$ cat config.mk
export PLATFORM = sky130hd
export DESIGN_NAME = pe_col_dispatch_flat
export DESIGN_NICKNAME = d
export VERILOG_FILES = /design/src/rtl/pe_col_dispatch_pkg.sv /design/src/rtl/pe_col_dispatch_if.sv /design/src/rtl/pe_col_dispatch.sv /design/src/flat_wrapper.sv
export SDC_FILE = /design/constraint.sdc
export NUM_CORES = 1
export LEC_CHECK = 0
export CAP_MARGIN = 10
export CORE_UTILIZATION = 40
export CTS_BUF_LIST = sky130_fd_sc_hd__clkbuf_8
export CTS_CLUSTER_SIZE = 40
export DETAILED_ROUTE_END_ITERATION = 10
export GPL_TIMING_DRIVEN = 0
export HOLD_SLACK_MARGIN = 0.02
export SETUP_SLACK_MARGIN = 0.3
export SYNTH_ARGS = -nofsm -noshare
export SYNTH_HDL_FRONTEND = slang
export SYNTH_SLANG_ARGS = --single-unit
$ cat constraint.sdc
create_clock -name clk -period 3.1 [get_ports clk]
set_input_delay 0.93 -clock clk [delete_from_list [all_inputs] [get_ports clk]]
set_output_delay 0.93 -clock clk [all_outputs]
set_load 0.02 [all_outputs]
$ cat src/rtl/pe_col_dispatch_pkg.sv
// Shared types for the PE column task dispatcher.
package pe_col_dispatch_pkg;

  typedef enum logic [2:0] {
    S_IDLE  = 3'd0,
    S_LOAD  = 3'd1,
    S_ISSUE = 3'd2,
    S_WAIT  = 3'd3,
    S_DONE  = 3'd4
  } dispatch_state_t;

  localparam int GM_W = 6;

endpackage

$ cat src/rtl/pe_col_dispatch_if.sv
// Config, guard-map and task handshake bundle between the dispatcher and its neighbours.
interface pe_col_dispatch_if #(
  parameter int ROW_W = 8,
  parameter int GRP_W = 6
);
  import pe_col_dispatch_pkg::*;

  logic             cfg_valid;
  logic             cfg_ready;
  logic [ROW_W-1:0] cfg_rows;
  logic [GRP_W-1:0] cfg_groups;
  logic             cfg_bit_mode;
  logic             cfg_kernel_mode;
  logic             gm_valid;
  logic             gm_ready;
  logic [GM_W-1:0]  gm_data;
  logic             ctrl_valid;
  logic             ctrl_ready;
  logic             ctrl_finish;
  logic [GM_W-1:0]  guard_map_o;
  logic             bit_mode_o;
  logic             kernel_mode_o;
  logic             is_odd_row_o;
  logic             end_of_row_o;
  logic             busy;
  logic             done;

  modport slave (
    input  cfg_valid, cfg_rows, cfg_groups, cfg_bit_mode, cfg_kernel_mode,
    input  gm_valid, gm_data, ctrl_ready, ctrl_finish,
    output cfg_ready, gm_ready, ctrl_valid, guard_map_o, bit_mode_o, kernel_mode_o,
    output is_odd_row_o, end_of_row_o, busy, done
  );

  modport master (
    output cfg_valid, cfg_rows, cfg_groups, cfg_bit_mode, cfg_kernel_mode,
    output gm_valid, gm_data, ctrl_ready, ctrl_finish,
    input  cfg_ready, gm_ready, ctrl_valid, guard_map_o, bit_mode_o, kernel_mode_o,
    input  is_odd_row_o, end_of_row_o, busy, done
  );

endinterface

$ cat src/rtl/pe_col_dispatch.sv
// Walks rows x column groups of a layer, fetching one guard map per task and issuing it to the PE column.
// Optional build macro PE_DISPATCH_SKIP_ZERO_EN: zero guard maps that are not end-of-row are dropped in S_LOAD.
//
// state   | meaning
// S_IDLE  | waiting for a layer config (cfg_ready high)
// S_LOAD  | fetching the guard map for the current row/group
// S_ISSUE | task presented on ctrl_valid until accepted
// S_WAIT  | task in flight, waiting for ctrl_finish
// S_DONE  | one-cycle layer-complete pulse
module pe_col_dispatch
  import pe_col_dispatch_pkg::*;
#(
  parameter int ROW_W = 8,
  parameter int GRP_W = 6
) (
  input logic              clk,
  input logic              rst_n,
  pe_col_dispatch_if.slave bus
);

  dispatch_state_t  r_state;
  dispatch_state_t  w_next;
  logic [ROW_W-1:0] r_rows;
  logic [ROW_W-1:0] r_row_cnt;
  logic [GRP_W-1:0] r_groups;
  logic [GRP_W-1:0] r_grp_cnt;
  logic             r_bit_mode;
  logic             r_kernel_mode;
  logic [GM_W-1:0]  r_guard_map;
  logic             r_eor;
  logic             r_odd;
  logic             r_cfg_ready;
  logic             r_gm_ready;
  logic             r_ctrl_valid;
  logic             r_done;
  logic             r_busy;

  logic w_cfg_hs;
  logic w_gm_hs;
  logic w_ctrl_hs;
  logic w_fin;
  logic w_grp_last;
  logic w_row_last;
  logic w_skip;
  logic w_empty_cfg;

  assign w_cfg_hs    = bus.cfg_valid && r_cfg_ready;
  assign w_gm_hs     = bus.gm_valid && r_gm_ready;
  assign w_ctrl_hs   = r_ctrl_valid && bus.ctrl_ready;
  assign w_fin       = (r_state == S_WAIT) && bus.ctrl_finish;
  assign w_grp_last  = (r_grp_cnt == r_groups - GRP_W'(1));
  assign w_row_last  = (r_row_cnt == r_rows - ROW_W'(1));
  assign w_empty_cfg = (bus.cfg_rows == '0) || (bus.cfg_groups == '0);

`ifdef PE_DISPATCH_SKIP_ZERO_EN
  // End-of-row maps are always issued so the PE column still sees the row boundary.
  assign w_skip = (bus.gm_data == '0) && !r_bit_mode && !w_grp_last;
`else
  assign w_skip = 1'b0;
`endif

  always_comb begin
    w_next = r_state;
    case (r_state)
      S_IDLE:  if (w_cfg_hs) w_next = w_empty_cfg ? S_DONE : S_LOAD;
      S_LOAD:  if (w_gm_hs && !w_skip) w_next = S_ISSUE;
      S_ISSUE: if (w_ctrl_hs) w_next = S_WAIT;
      S_WAIT:  if (w_fin) w_next = (w_grp_last && w_row_last) ? S_DONE : S_LOAD;
      S_DONE:  w_next = S_IDLE;
      default: w_next = S_IDLE;
    endcase
  end

  always_ff @(posedge clk or negedge rst_n) begin
    if (!rst_n) begin
      r_state       <= S_IDLE;
      r_rows        <= '0;
      r_row_cnt     <= '0;
      r_groups      <= '0;
      r_grp_cnt     <= '0;
      r_bit_mode    <= 1'b0;
      r_kernel_mode <= 1'b0;
      r_guard_map   <= '0;
      r_eor         <= 1'b0;
      r_odd         <= 1'b0;
      r_cfg_ready   <= 1'b1;
      r_gm_ready    <= 1'b0;
      r_ctrl_valid  <= 1'b0;
      r_done        <= 1'b0;
      r_busy        <= 1'b0;
    end else begin
      r_state      <= w_next;
      r_cfg_ready  <= (w_next == S_IDLE);
      r_gm_ready   <= (w_next == S_LOAD);
      r_ctrl_valid <= (w_next == S_ISSUE);
      r_done       <= (w_next == S_DONE);
      r_busy       <= (w_next != S_IDLE);

      if (w_cfg_hs) begin
        r_rows        <= bus.cfg_rows;
        r_groups      <= bus.cfg_groups;
        r_bit_mode    <= bus.cfg_bit_mode;
        r_kernel_mode <= bus.cfg_kernel_mode;
        r_row_cnt     <= '0;
        r_grp_cnt     <= '0;
      end

      if (w_gm_hs) begin
        if (w_skip) begin
          r_grp_cnt <= r_grp_cnt + GRP_W'(1);
        end else begin
          r_guard_map <= bus.gm_data;
          r_eor       <= w_grp_last;
          r_odd       <= ~r_row_cnt[0];
        end
      end

      if (w_fin) begin
        if (w_grp_last) begin
          r_grp_cnt <= '0;
          r_row_cnt <= r_row_cnt + ROW_W'(1);
        end else begin
          r_grp_cnt <= r_grp_cnt + GRP_W'(1);
        end
      end
    end
  end

  assign bus.cfg_ready     = r_cfg_ready;
  assign bus.gm_ready      = r_gm_ready;
  assign bus.ctrl_valid    = r_ctrl_valid;
  assign bus.guard_map_o   = r_guard_map;
  assign bus.bit_mode_o    = r_bit_mode;
  assign bus.kernel_mode_o = r_kernel_mode;
  assign bus.is_odd_row_o  = r_odd;
  assign bus.end_of_row_o  = r_eor;
  assign bus.busy          = r_busy;
  assign bus.done          = r_done;

endmodule

$ cat src/flat_wrapper.sv
// flat-port wrapper written by rule: the top's interface ports become plain ports
module pe_col_dispatch_flat import pe_col_dispatch_pkg::*;
#(
  parameter int ROW_W = 8,
  parameter int GRP_W = 6
)
  (clk, rst_n, bus_cfg_valid, bus_cfg_rows, bus_cfg_groups, bus_cfg_bit_mode, bus_cfg_kernel_mode, bus_gm_valid, bus_gm_data, bus_ctrl_ready, bus_ctrl_finish, bus_cfg_ready, bus_gm_ready, bus_ctrl_valid, bus_guard_map_o, bus_bit_mode_o, bus_kernel_mode_o, bus_is_odd_row_o, bus_end_of_row_o, bus_busy, bus_done);
  pe_col_dispatch_if #(.ROW_W(ROW_W), .GRP_W(GRP_W)) bus_i ();
  input logic clk;
  input logic rst_n;
  input wire logic [$bits(bus_i.cfg_valid)-1:0] bus_cfg_valid;
  input wire logic [$bits(bus_i.cfg_rows)-1:0] bus_cfg_rows;
  input wire logic [$bits(bus_i.cfg_groups)-1:0] bus_cfg_groups;
  input wire logic [$bits(bus_i.cfg_bit_mode)-1:0] bus_cfg_bit_mode;
  input wire logic [$bits(bus_i.cfg_kernel_mode)-1:0] bus_cfg_kernel_mode;
  input wire logic [$bits(bus_i.gm_valid)-1:0] bus_gm_valid;
  input wire logic [$bits(bus_i.gm_data)-1:0] bus_gm_data;
  input wire logic [$bits(bus_i.ctrl_ready)-1:0] bus_ctrl_ready;
  input wire logic [$bits(bus_i.ctrl_finish)-1:0] bus_ctrl_finish;
  output wire logic [$bits(bus_i.cfg_ready)-1:0] bus_cfg_ready;
  output wire logic [$bits(bus_i.gm_ready)-1:0] bus_gm_ready;
  output wire logic [$bits(bus_i.ctrl_valid)-1:0] bus_ctrl_valid;
  output wire logic [$bits(bus_i.guard_map_o)-1:0] bus_guard_map_o;
  output wire logic [$bits(bus_i.bit_mode_o)-1:0] bus_bit_mode_o;
  output wire logic [$bits(bus_i.kernel_mode_o)-1:0] bus_kernel_mode_o;
  output wire logic [$bits(bus_i.is_odd_row_o)-1:0] bus_is_odd_row_o;
  output wire logic [$bits(bus_i.end_of_row_o)-1:0] bus_end_of_row_o;
  output wire logic [$bits(bus_i.busy)-1:0] bus_busy;
  output wire logic [$bits(bus_i.done)-1:0] bus_done;
  assign bus_i.cfg_valid = bus_cfg_valid;
  assign bus_i.cfg_rows = bus_cfg_rows;
  assign bus_i.cfg_groups = bus_cfg_groups;
  assign bus_i.cfg_bit_mode = bus_cfg_bit_mode;
  assign bus_i.cfg_kernel_mode = bus_cfg_kernel_mode;
  assign bus_i.gm_valid = bus_gm_valid;
  assign bus_i.gm_data = bus_gm_data;
  assign bus_i.ctrl_ready = bus_ctrl_ready;
  assign bus_i.ctrl_finish = bus_ctrl_finish;
  assign bus_cfg_ready = bus_i.cfg_ready;
  assign bus_gm_ready = bus_i.gm_ready;
  assign bus_ctrl_valid = bus_i.ctrl_valid;
  assign bus_guard_map_o = bus_i.guard_map_o;
  assign bus_bit_mode_o = bus_i.bit_mode_o;
  assign bus_kernel_mode_o = bus_i.kernel_mode_o;
  assign bus_is_odd_row_o = bus_i.is_odd_row_o;
  assign bus_end_of_row_o = bus_i.end_of_row_o;
  assign bus_busy = bus_i.busy;
  assign bus_done = bus_i.done;
  pe_col_dispatch #(.ROW_W(ROW_W), .GRP_W(GRP_W)) u_core (.clk(clk), .rst_n(rst_n), .bus(bus_i));
endmodule
=== Word level (Yosys, flattened, before mapping) ===
Cells that the tools add are included.

* Bits in registers: 46
* Bits of input ports: 28
* Output and inout bits: 15
* Logic and storage cells: 53

* Add/subtract/negate cells: 4
* Equal/unequal tests: 8
* Mux-type cells: 13
* Bitwise operators: 1
* Reductions and logical operators: 12

{| class="wikitable"
|+ Operators by type and width
! operator !! count
|-
| two-way mux 8 bit || 3
|-
| two-way mux 3 bit || 6
|-
| two-way mux 6 bit || 3
|-
| case mux 3 bit (4 select lines) || 1
|-
| == test 3 x 2 -> 1 bit (second input constant) || 3
|-
| adder 8 x 1 -> 8 bit (second input constant) || 1
|-
| == test 8 bit || 1
|-
| zero test 8 bit || 1
|-
| subtractor 8 x 1 -> 8 bit (second input constant) || 1
|-
| adder 6 x 1 -> 6 bit (second input constant) || 1
|-
| == test 3 x 1 -> 1 bit (second input constant) || 2
|-
| == test 6 bit || 1
|-
| zero test 3 bit || 2
|-
| zero test 6 bit || 1
|-
| subtractor 6 x 1 -> 6 bit (second input constant) || 1
|-
| logical AND 1 bit || 5
|-
| == test 3 bit (second input constant) || 1
|-
| nonzero test 3 bit || 1
|-
| nonzero test 2 bit || 1
|-
| logical OR 1 bit || 1
|-
| inverter 1 bit || 1
|}

=== Longest topological paths before layout ===
Gate-level depths: netlist (run 1).

* Depth in word-level cells: 7
* Mapped depth: 7
* Gate-level depth less buffers: 7

=== Least setup slack after synthesis (run 1) ===
OpenSTA, ideal clock, no wires.

* Path kind: register to register
* Start point: reg u_core.r_groups[0]
* End point: reg u_core.r_row_cnt[6]
* Data arrival time: 2,229 ps
* Path slack: 780 ps
* Stages on the path, launching flop included: 6
* Path buffers: 0
* Period minus slack after synthesis: 2,320 ps
* Path through: dfrtp_1 or4_1 or3_4 a2111o_1 or4_1 o221ai_1

* Longest elaborated chain between the ends: 4

{| class="wikitable"
|+ Ends and longest elaborated chain
! element !! line !! source
|-
| from (decl) || pe_col_dispatch.sv:25 || <nowiki>logic [GRP_W-1:0] r_groups;</nowiki>
|-
| from (signal assigned) || pe_col_dispatch.sv:101 || <nowiki>r_groups <= bus.cfg_groups;</nowiki>
|-
| subtractor 6 x 1 -> 6 bit || pe_col_dispatch.sv:51 || <nowiki>assign w_grp_last = (r_grp_cnt == r_groups - GRP_W'(1));</nowiki>
|-
| == test 6 bit || pe_col_dispatch.sv:51 ||
|-
| two-way mux 8 bit || pe_col_dispatch.sv:119 || <nowiki>if (w_grp_last) begin</nowiki>
|-
| two-way mux 8 bit || pe_col_dispatch.sv:118 || <nowiki>if (w_fin) begin</nowiki>
|-
| to (signal assigned) || pe_col_dispatch.sv:121 || <nowiki>r_row_cnt <= r_row_cnt + ROW_W'(1);</nowiki>
|-
| to (decl) || pe_col_dispatch.sv:24 || <nowiki>logic [ROW_W-1:0] r_row_cnt;</nowiki>
|}

No other way between the ends.
A chain may end at the register's enable or synchronous reset.

=== Final worst setup path (run 1) ===
* Start point: in bus_ctrl_finish
* End point: reg u_core.r_gm_ready, in the netlist u_core.bus.gm_ready

* Longest elaborated chain between the ends: 4

{| class="wikitable"
|+ Ends and longest elaborated chain
! element !! line !! source
|-
| from (decl) || flat_wrapper.sv:19 || <nowiki>input wire logic [$bits(bus_i.ctrl_finish)-1:0] bus_ctrl_finish;</nowiki>
|-
| logical AND 1 bit || pe_col_dispatch.sv:50 || <nowiki>assign w_fin = (r_state == S_WAIT) && bus.ctrl_finish;</nowiki>
|-
| two-way mux 3 bit || pe_col_dispatch.sv:68 || <nowiki>S_WAIT: if (w_fin) w_next = (w_grp_last && w_row_last) ? S_DONE : S_LOAD;</nowiki>
|-
| case mux 3 bit (4 select lines) || pe_col_dispatch.sv:64 || <nowiki>case (r_state)</nowiki>
|-
| == test 3 x 1 -> 1 bit || pe_col_dispatch.sv:94 || <nowiki>r_gm_ready <= (w_next == S_LOAD);</nowiki>
|-
| to (signal assigned) || pe_col_dispatch.sv:94 ||
|-
| to (decl) || pe_col_dispatch.sv:33 || <nowiki>logic r_gm_ready;</nowiki>
|}

No other way between the ends.

==> metrics.txt, run 1 <==
setup_tns=0 ns; Ant. Diodes=0; drt wl/cell=14.3 µm; Worst-Skew Late Latency=0.30 ns; GPL Wtd Cong=0.807; Synth top area share=46.8%; CTS tree=built; peak per-stage delay on the critical path=0.48 ns; placed insts=343; 1st-iter DRT viols=83; total power=2.52 mW; WL final=5040 µm; detailed placer's ending HPWL=3840 µm; Worst Path Required=3.25 ns; row count=27; clk_skew=0.00831 ns; synth unique cells=49; largest fanout on the critical path=7; via count=1,879; pwr dens=826 mW/mm²; post-CTS setup buffers=0; post-layout util=54.0%; Synth-to-Final Area Change=26.4%; Max Cap Violations=0; CTS clk-pin slew, worst paths=0.09 ns; crit end category=flip-flop; core area=0.00564 mm²; Async SR Flop Fraction=100%; grt total ovfl=0; post-CTS sizing=0; All-Layer GR Usage=17.5%; Pre-antenna DRT Iters=4; CP bufs+invs=1; Worst path slowest cell=clkdlybuf4s50_1; Tightest Pin Transition=0.772 ns; Avg Synthesized Cell Area=10.6 µm²; post-route insts no fill=351; largest net degree at the start of global routing=28; ys flop type=dfrtp_1; worst-path cell chain=clkdlybuf4s50_1 -> nand4b_1 -> a2111o_1 -> nor2_1 -> a211oi_1; initial core utilization=42.7%; worst hold slack=0.477 ns; share of layout cells above drive strength 1=15.1%; sequential element share of the synthesized area=47.8%; Hold WC Path Type=flip-flop to flip-flop; antenna violations before repair=0; CTS Hold Bufs=0; Slew Viols, Final=0; antenna-violating nets left=0; type of origin of the critical path=primary input; CTS Buffer Depth=2; Final #Nets=310; Max Fclk=0.380 GHz; final worst-path cycle share=85.0%; FF+latch count, synth=46; Die H=79.6 µm; Peak supply drop=0.385 mV; most common cell in the netlist=dfrtp_1; cts bufs inserted=5; drt via density=5.35; number of port buffers=42; Post-Syn Area=0.00241 mm²; Final WS setup=0.466 ns; Synth area leader=dfrtp_1; pre-CTS WS=0.142 ns; unrepaired setup endpoints after global routing=false; Final Hold Fails=0; I/O pin cnt=43; first-pass GRT wire length=8540 µm; design area=0.00305 mm²; CTS root buffer=clkbuf_8; Synthesized Nets=260; vias in the first global route=1,831; H-tree depth=2; LEAKAGE=1.25 nW; number of synthesized flops with an enable pin=0; Yosys warnings=0; CTS sink cnt=46; Crit Path Category=primary input to flip-flop; CP delay by family, top=simple AND/OR/NAND/NOR gates; Post-Syn Instances=228; drt drc=0; status=finished, final reports clean; Setup violations, final=0; Placed Area=0.00293 mm²; Worst Path Arrival=2.79 ns; post-layout min period=2.63 ns; Die Area=0.00634 mm²; most frequent cells after synthesis=dfrtp_1 (45), mux2_2 (22), nand2_1 (19); relative slew slack=48.1%; die width=79.6 µm; largest cells by area after synthesis=dfrtp_1 (47%), mux2_2 (10%), xor2_1 (3.6%), nand2_1 (3.0%), xnor2_1 (2.5%)
==> path summary, 6_finish.rpt <==
check / slack (ns) / from / end / cells after the start
max: 0.47 / bus_ctrl_finish / u_core.bus.gm_ready$_DFF_PN0_ / 5
min: 0.48 / u_core.bus.end_of_row_o$_DFFE_PN0P_ / u_core.bus.end_of_row_o$_DFFE_PN0P_ / 2
max reg2reg: 0.57 / u_core.r_groups[0]$_DFFE_PN0P_ / u_core.bus.gm_ready$_DFF_PN0_ / 5
min reg2reg: 0.48 / u_core.bus.end_of_row_o$_DFFE_PN0P_ / u_core.bus.end_of_row_o$_DFFE_PN0P_ / 2
max in group asynchronous: 1.95 / rst_n / u_core.bus.cfg_ready$_DFF_PN1_ / 2
min in group asynchronous: 0.58 / rst_n / u_core.r_row_cnt[3]$_DFF_PN0_ / 1
==> cells in the final DEF, fill, tap and decap left out, types with 2 or more instances in the layout <==
cell,count
nand4_1,3
nor2_1,8
nand2_1,19
nor2b_1,2
nor3_1,5
clkdlybuf4s50_1,41
o221ai_1,5
xor2_1,10
a31oi_1,4
xnor2_1,7
and3_1,4
a21bo_2,2
o211ai_1,3
clkbuf_8,6
nand4b_1,3
inv_1,12
nor4_1,5
a211oi_1,2
o21ai_0,11
or4_1,3
mux2_2,22
clkbuf_1,4
ha_1,4
dfrtp_1,45
nand3_1,11
a21oi_1,4
nand2b_1,6
==> layer usage <==
layer | part of all wire (%) | track usage (%)
met5 | 0 | 0
met4 | 1.3 | 6.00
met3 | 3.0 | 3.66
met2 | 48 | 28.8
met1 | 47 | 22.8
==> tightest hold or removal path: stages, from the launching register on <==
cell	delay, ns
dfrtp_1	0.35
nand2_1	0.05
o31ai_1	0.05
==> where the power goes <==
group / total, mW / switching (mW) / internal [mW]
combinational: 1.13 / 0.567 / 0.561
sequential: 1.00 / 0.188 / 0.812
clock: 0.388 / 0.208 / 0.180
total: 2.52 / 0.964 / 1.55
==> registers in the layout, indices dropped and copies added (netlist names) <==
register / flops
u_core.bus.end_of_row_o: 1
u_core.bus.done: 1
u_core.r_grp_cnt: 6
u_core.bus.ctrl_valid: 1
u_core.r_rows: 8
u_core.bus.bit_mode_o: 1
u_core.bus.busy: 1
u_core.bus.cfg_ready: 1
u_core.bus.is_odd_row_o: 1
u_core.bus.guard_map_o: 6
u_core.bus.gm_ready: 1
u_core.r_state: 3
u_core.r_row_cnt: 8
u_core.bus.kernel_mode_o: 1
u_core.r_groups: 6
==> logic make-up (layout without fill, tap and decap cells) <==
group	Yosys count	in the layout	share of synthesized area (%)
buffers and inverters	17	68	2.65
XOR/XNOR	17	17	6.18
AO/OA/AOI/OAI	44	44	13.1
adder cells (fa/ha/maj)	4	4	2.08
multiplexers	23	23	10.7
flip-flops	46	46	47.8
AND/OR/NAND/NOR	77	77	17.5
==> layout make-up <==
class	count	area (µm²)
Fill cell	515	2600
Multi-Input combinational cell	165	1210
Sequential cell	46	1150
Timing Repair Buffer	43	435
Tap cell	72	90.1
Clock buffer	6	82.6
Inverter	12	45.0
Buffer	5	18.8
Clock inverter	2	12.5
Note: power is estimated with default switching activity, not from simulation.
==> inputs of run 2 (changes only) <==
--- a/config.mk
+++ b/config.mk
@@ -12,6 +12,7 @@
 export DETAILED_ROUTE_END_ITERATION = 10
 export GPL_TIMING_DRIVEN = 0
 export HOLD_SLACK_MARGIN = 0.02
+export PLACE_DENSITY = 0.66
 export SETUP_SLACK_MARGIN = 0.3
 export SYNTH_ARGS = -nofsm -noshare
 export SYNTH_HDL_FRONTEND = slang
==> constraint.sdc (replaced) <==
create_clock -name clk -period 2.3 [get_ports clk]
set_input_delay 0.69 -clock clk [delete_from_list [all_inputs] [get_ports clk]]
set_output_delay 0.69 -clock clk [all_outputs]
set_load 0.02 [all_outputs]
==> metrics.txt, run 2 (synthesized netlist as in run 1, its figures left out) <==
status=finished, violations left; failing checks=negative setup slack; grt total ovfl=0 (unchanged); 1st-iter DRT viols=64 (-23%); Final #Nets=320 (+3.2%); row count=27 (unchanged); vias in the first global route=1,997 (+9.1%); CTS Hold Bufs=0 (unchanged); share of layout cells above drive strength 1=24.6% (+9.5 points); CTS sink cnt=46 (unchanged); pre-CTS WS=-0.487 ns (-0.629 ns); Worst Path Required=2.52 ns (-0.73 ns); H-tree depth=2 (unchanged); post-layout util=58.0% (+4.0 points); unrepaired setup endpoints after global routing=true; Crit Reg-Reg Startpoint=u_core.r_groups[2]$_DFFE_PN0P_; biggest regs=u_core.r_row_cnt x8, u_core.r_rows x8; Ant. Diodes=0 (unchanged); Final Hold Fails=0 (unchanged); crit end category=flip-flop; Slew Viols, Final=0 (unchanged); drt drc=0 (unchanged); setup_tns=-0.197 ns (-0.197 ns); Worst-Skew Late Latency=0.30 ns (about the same); Peak supply drop=0.578 mV (+50%); All-Layer GR Usage=19.0% (+1.5 points); fill cell count=490 (-4.9%); LEAKAGE=1.39 nW (+11%); I/O pin cnt=43 (unchanged); CTS Buffer Depth=2 (unchanged); Placed Area=0.00295 mm² (+0.55%); type of origin of the critical path=flip-flop; clk_skew=0.00432 ns (-0.00399 ns); Die H=79.6 µm (unchanged); Hold WC Path Type=primary input to asynchronous set/reset pin; final worst-path cycle share=103%; R2R Path End=u_core.r_row_cnt[5]$_DFF_PN0_; Worst R2R Setup Slack=-0.06 ns (-0.63 ns); Die Area=0.00634 mm² (unchanged); drt wl/cell=15.2 µm (+6.2%); detailed placer's ending HPWL=3980 µm (+3.7%); first-pass GRT wire length=9260 µm (+8.4%); initial core utilization=42.7% (unchanged); CTS tree=built; Setup violations, final=7 (+7); total power=3.62 mW (+44%); relative slew slack=63.0% (+15 points); largest net degree at the start of global routing=33 (+18%); largest fanout on the critical path=4 (-3); via count=1,976 (+5.2%); CTS root buffer=clkbuf_8; die width=79.6 µm (unchanged); pwr dens=1110 mW/mm² (+34%); Pre-antenna DRT Iters=4 (unchanged); WL final=5500 µm (+9.2%); core area=0.00564 mm² (unchanged); cts bufs inserted=5 (unchanged); Crit Path Category=flip-flop to flip-flop; GPL Wtd Cong=0.791 (-2.0%); commonest non-fill, non-tap cells in the layout=dfrtp_1 (45), clkdlybuf4s50_1 (27), mux2_2 (22); post-layout min period=2.36 ns; design area=0.00327 mm² (+7.4%); Tightest Pin Transition=0.553 ns (-0.219 ns); Worst Path Arrival=2.58 ns (-0.21 ns); reg2reg path depth=5 (unchanged); number of port buffers=42 (unchanged); drt via density=5.47 (+2.2%); Synth-to-Final Area Change=35.8%; antenna violations before repair=0 (unchanged); Final WS setup=-0.0622 ns (-0.528 ns); commonest non-fill, non-tap cell in the layout=dfrtp_1; Max Fclk=0.423 GHz; CTS clk-pin slew, worst paths=0.09 ns (about the same); Max Cap Violations=0 (unchanged); antenna-violating nets left=0 (unchanged)
==> run 2: worst max-delay path: stages (launching register included) <==
cell,delay [ns]
dfrtp_1,0.40
or4_4,0.54
or3_4,0.37
a2111o_1,0.46
or4_1,0.44
o221ai_2,0.07
==> run 2: repair_timing <==
| action | 4_1_cts | 5_1_grt |
|---|---|---|
| setup endpoints to repair | 30 | 31 |
| setup buffers | 5 | 5 |
| pin swaps | 10 | 5 |
| resized for setup | 28 | 25 |
==> run 2: metal layers <==
| layer | GRT usage (%) | up-vias | routed length (µm) |
|---|---|---|---|
| met5 | 0 | - | 0 |
| met4 | 4.36 | 0 | 56 |
| met3 | 4.23 | 6 | 177 |
| met2 | 32.5 | 34 | 2740 |
| met1 | 24.4 | 982 | 2530 |
| li1 | - | 954 | - |
==> run 2: metrics by stage <==
stage / cells / hold slack, ns
4_1_cts: 356 / 0.295
3_3_place_gp: 342 / 0.465
6_report: 361 / 0.293
5_1_grt: 361 / 0.318
3_5_place_dp: 343 / 0.475
2_1_floorplan: 228 / 0.394
==> run 2: worst max path at each step <==
| stage | from | end |
|---|---|---|
| 6_report | u_core.r_groups[2]$_DFFE_PN0P_ | u_core.r_row_cnt[5]$_DFF_PN0_ |
| 5_1_grt | u_core.r_groups[2]$_DFFE_PN0P_ | u_core.r_row_cnt[5]$_DFF_PN0_ |
| 4_1_cts | u_core.r_groups[2]$_DFFE_PN0P_ | u_core.r_row_cnt[6]$_DFF_PN0_ |
| 3_5_place_dp | bus_cfg_groups[0] | u_core.r_state[2]$_DFF_PN0_ |
| 3_3_place_gp | rst_n | u_core.r_groups[3]$_DFFE_PN0P_ |
| 2_1_floorplan | u_core.r_groups[0]$_DFFE_PN0P_ | u_core.r_row_cnt[6]$_DFF_PN0_ |
==> run 2: layout make-up <==
class                      instances  area [µm²]  share of cell area [%]
clock inverter                     2        12.5                   0.383
sequential                        46        1150                    35.2
timing repair buffer              53         515                    15.8
inverter                          12        45.0                    1.38
clock buffer                       6        82.6                    2.52
multi-input combinational        165        1350                    41.1
buffer                             5        27.5                   0.842
tap                               72        90.1                    2.75
==> run 2: power by group <==
| group | total [mW] | switching (mW) | leakage [nW] | internal, mW |
|---|---|---|---|---|
| registers | 1.35 | 0.251 | 0.578 | 1.09 |
| logic | 1.75 | 0.898 | 0.761 | 0.857 |
| clock network | 0.521 | 0.279 | 0.0472 | 0.242 |
==> inputs of run 3 (changes only) <==
--- a/config.mk
+++ b/config.mk
@@ -8,6 +8,7 @@
 export CAP_MARGIN = 10
 export CORE_UTILIZATION = 40
 export CTS_BUF_LIST = sky130_fd_sc_hd__clkbuf_8
+export CTS_CLUSTER_DIAMETER = 60
 export CTS_CLUSTER_SIZE = 40
 export DETAILED_ROUTE_END_ITERATION = 10
 export GPL_TIMING_DRIVEN = 0
==> results of run 3 <==
Final layout, timing and power as in run 2 (identical DEF).
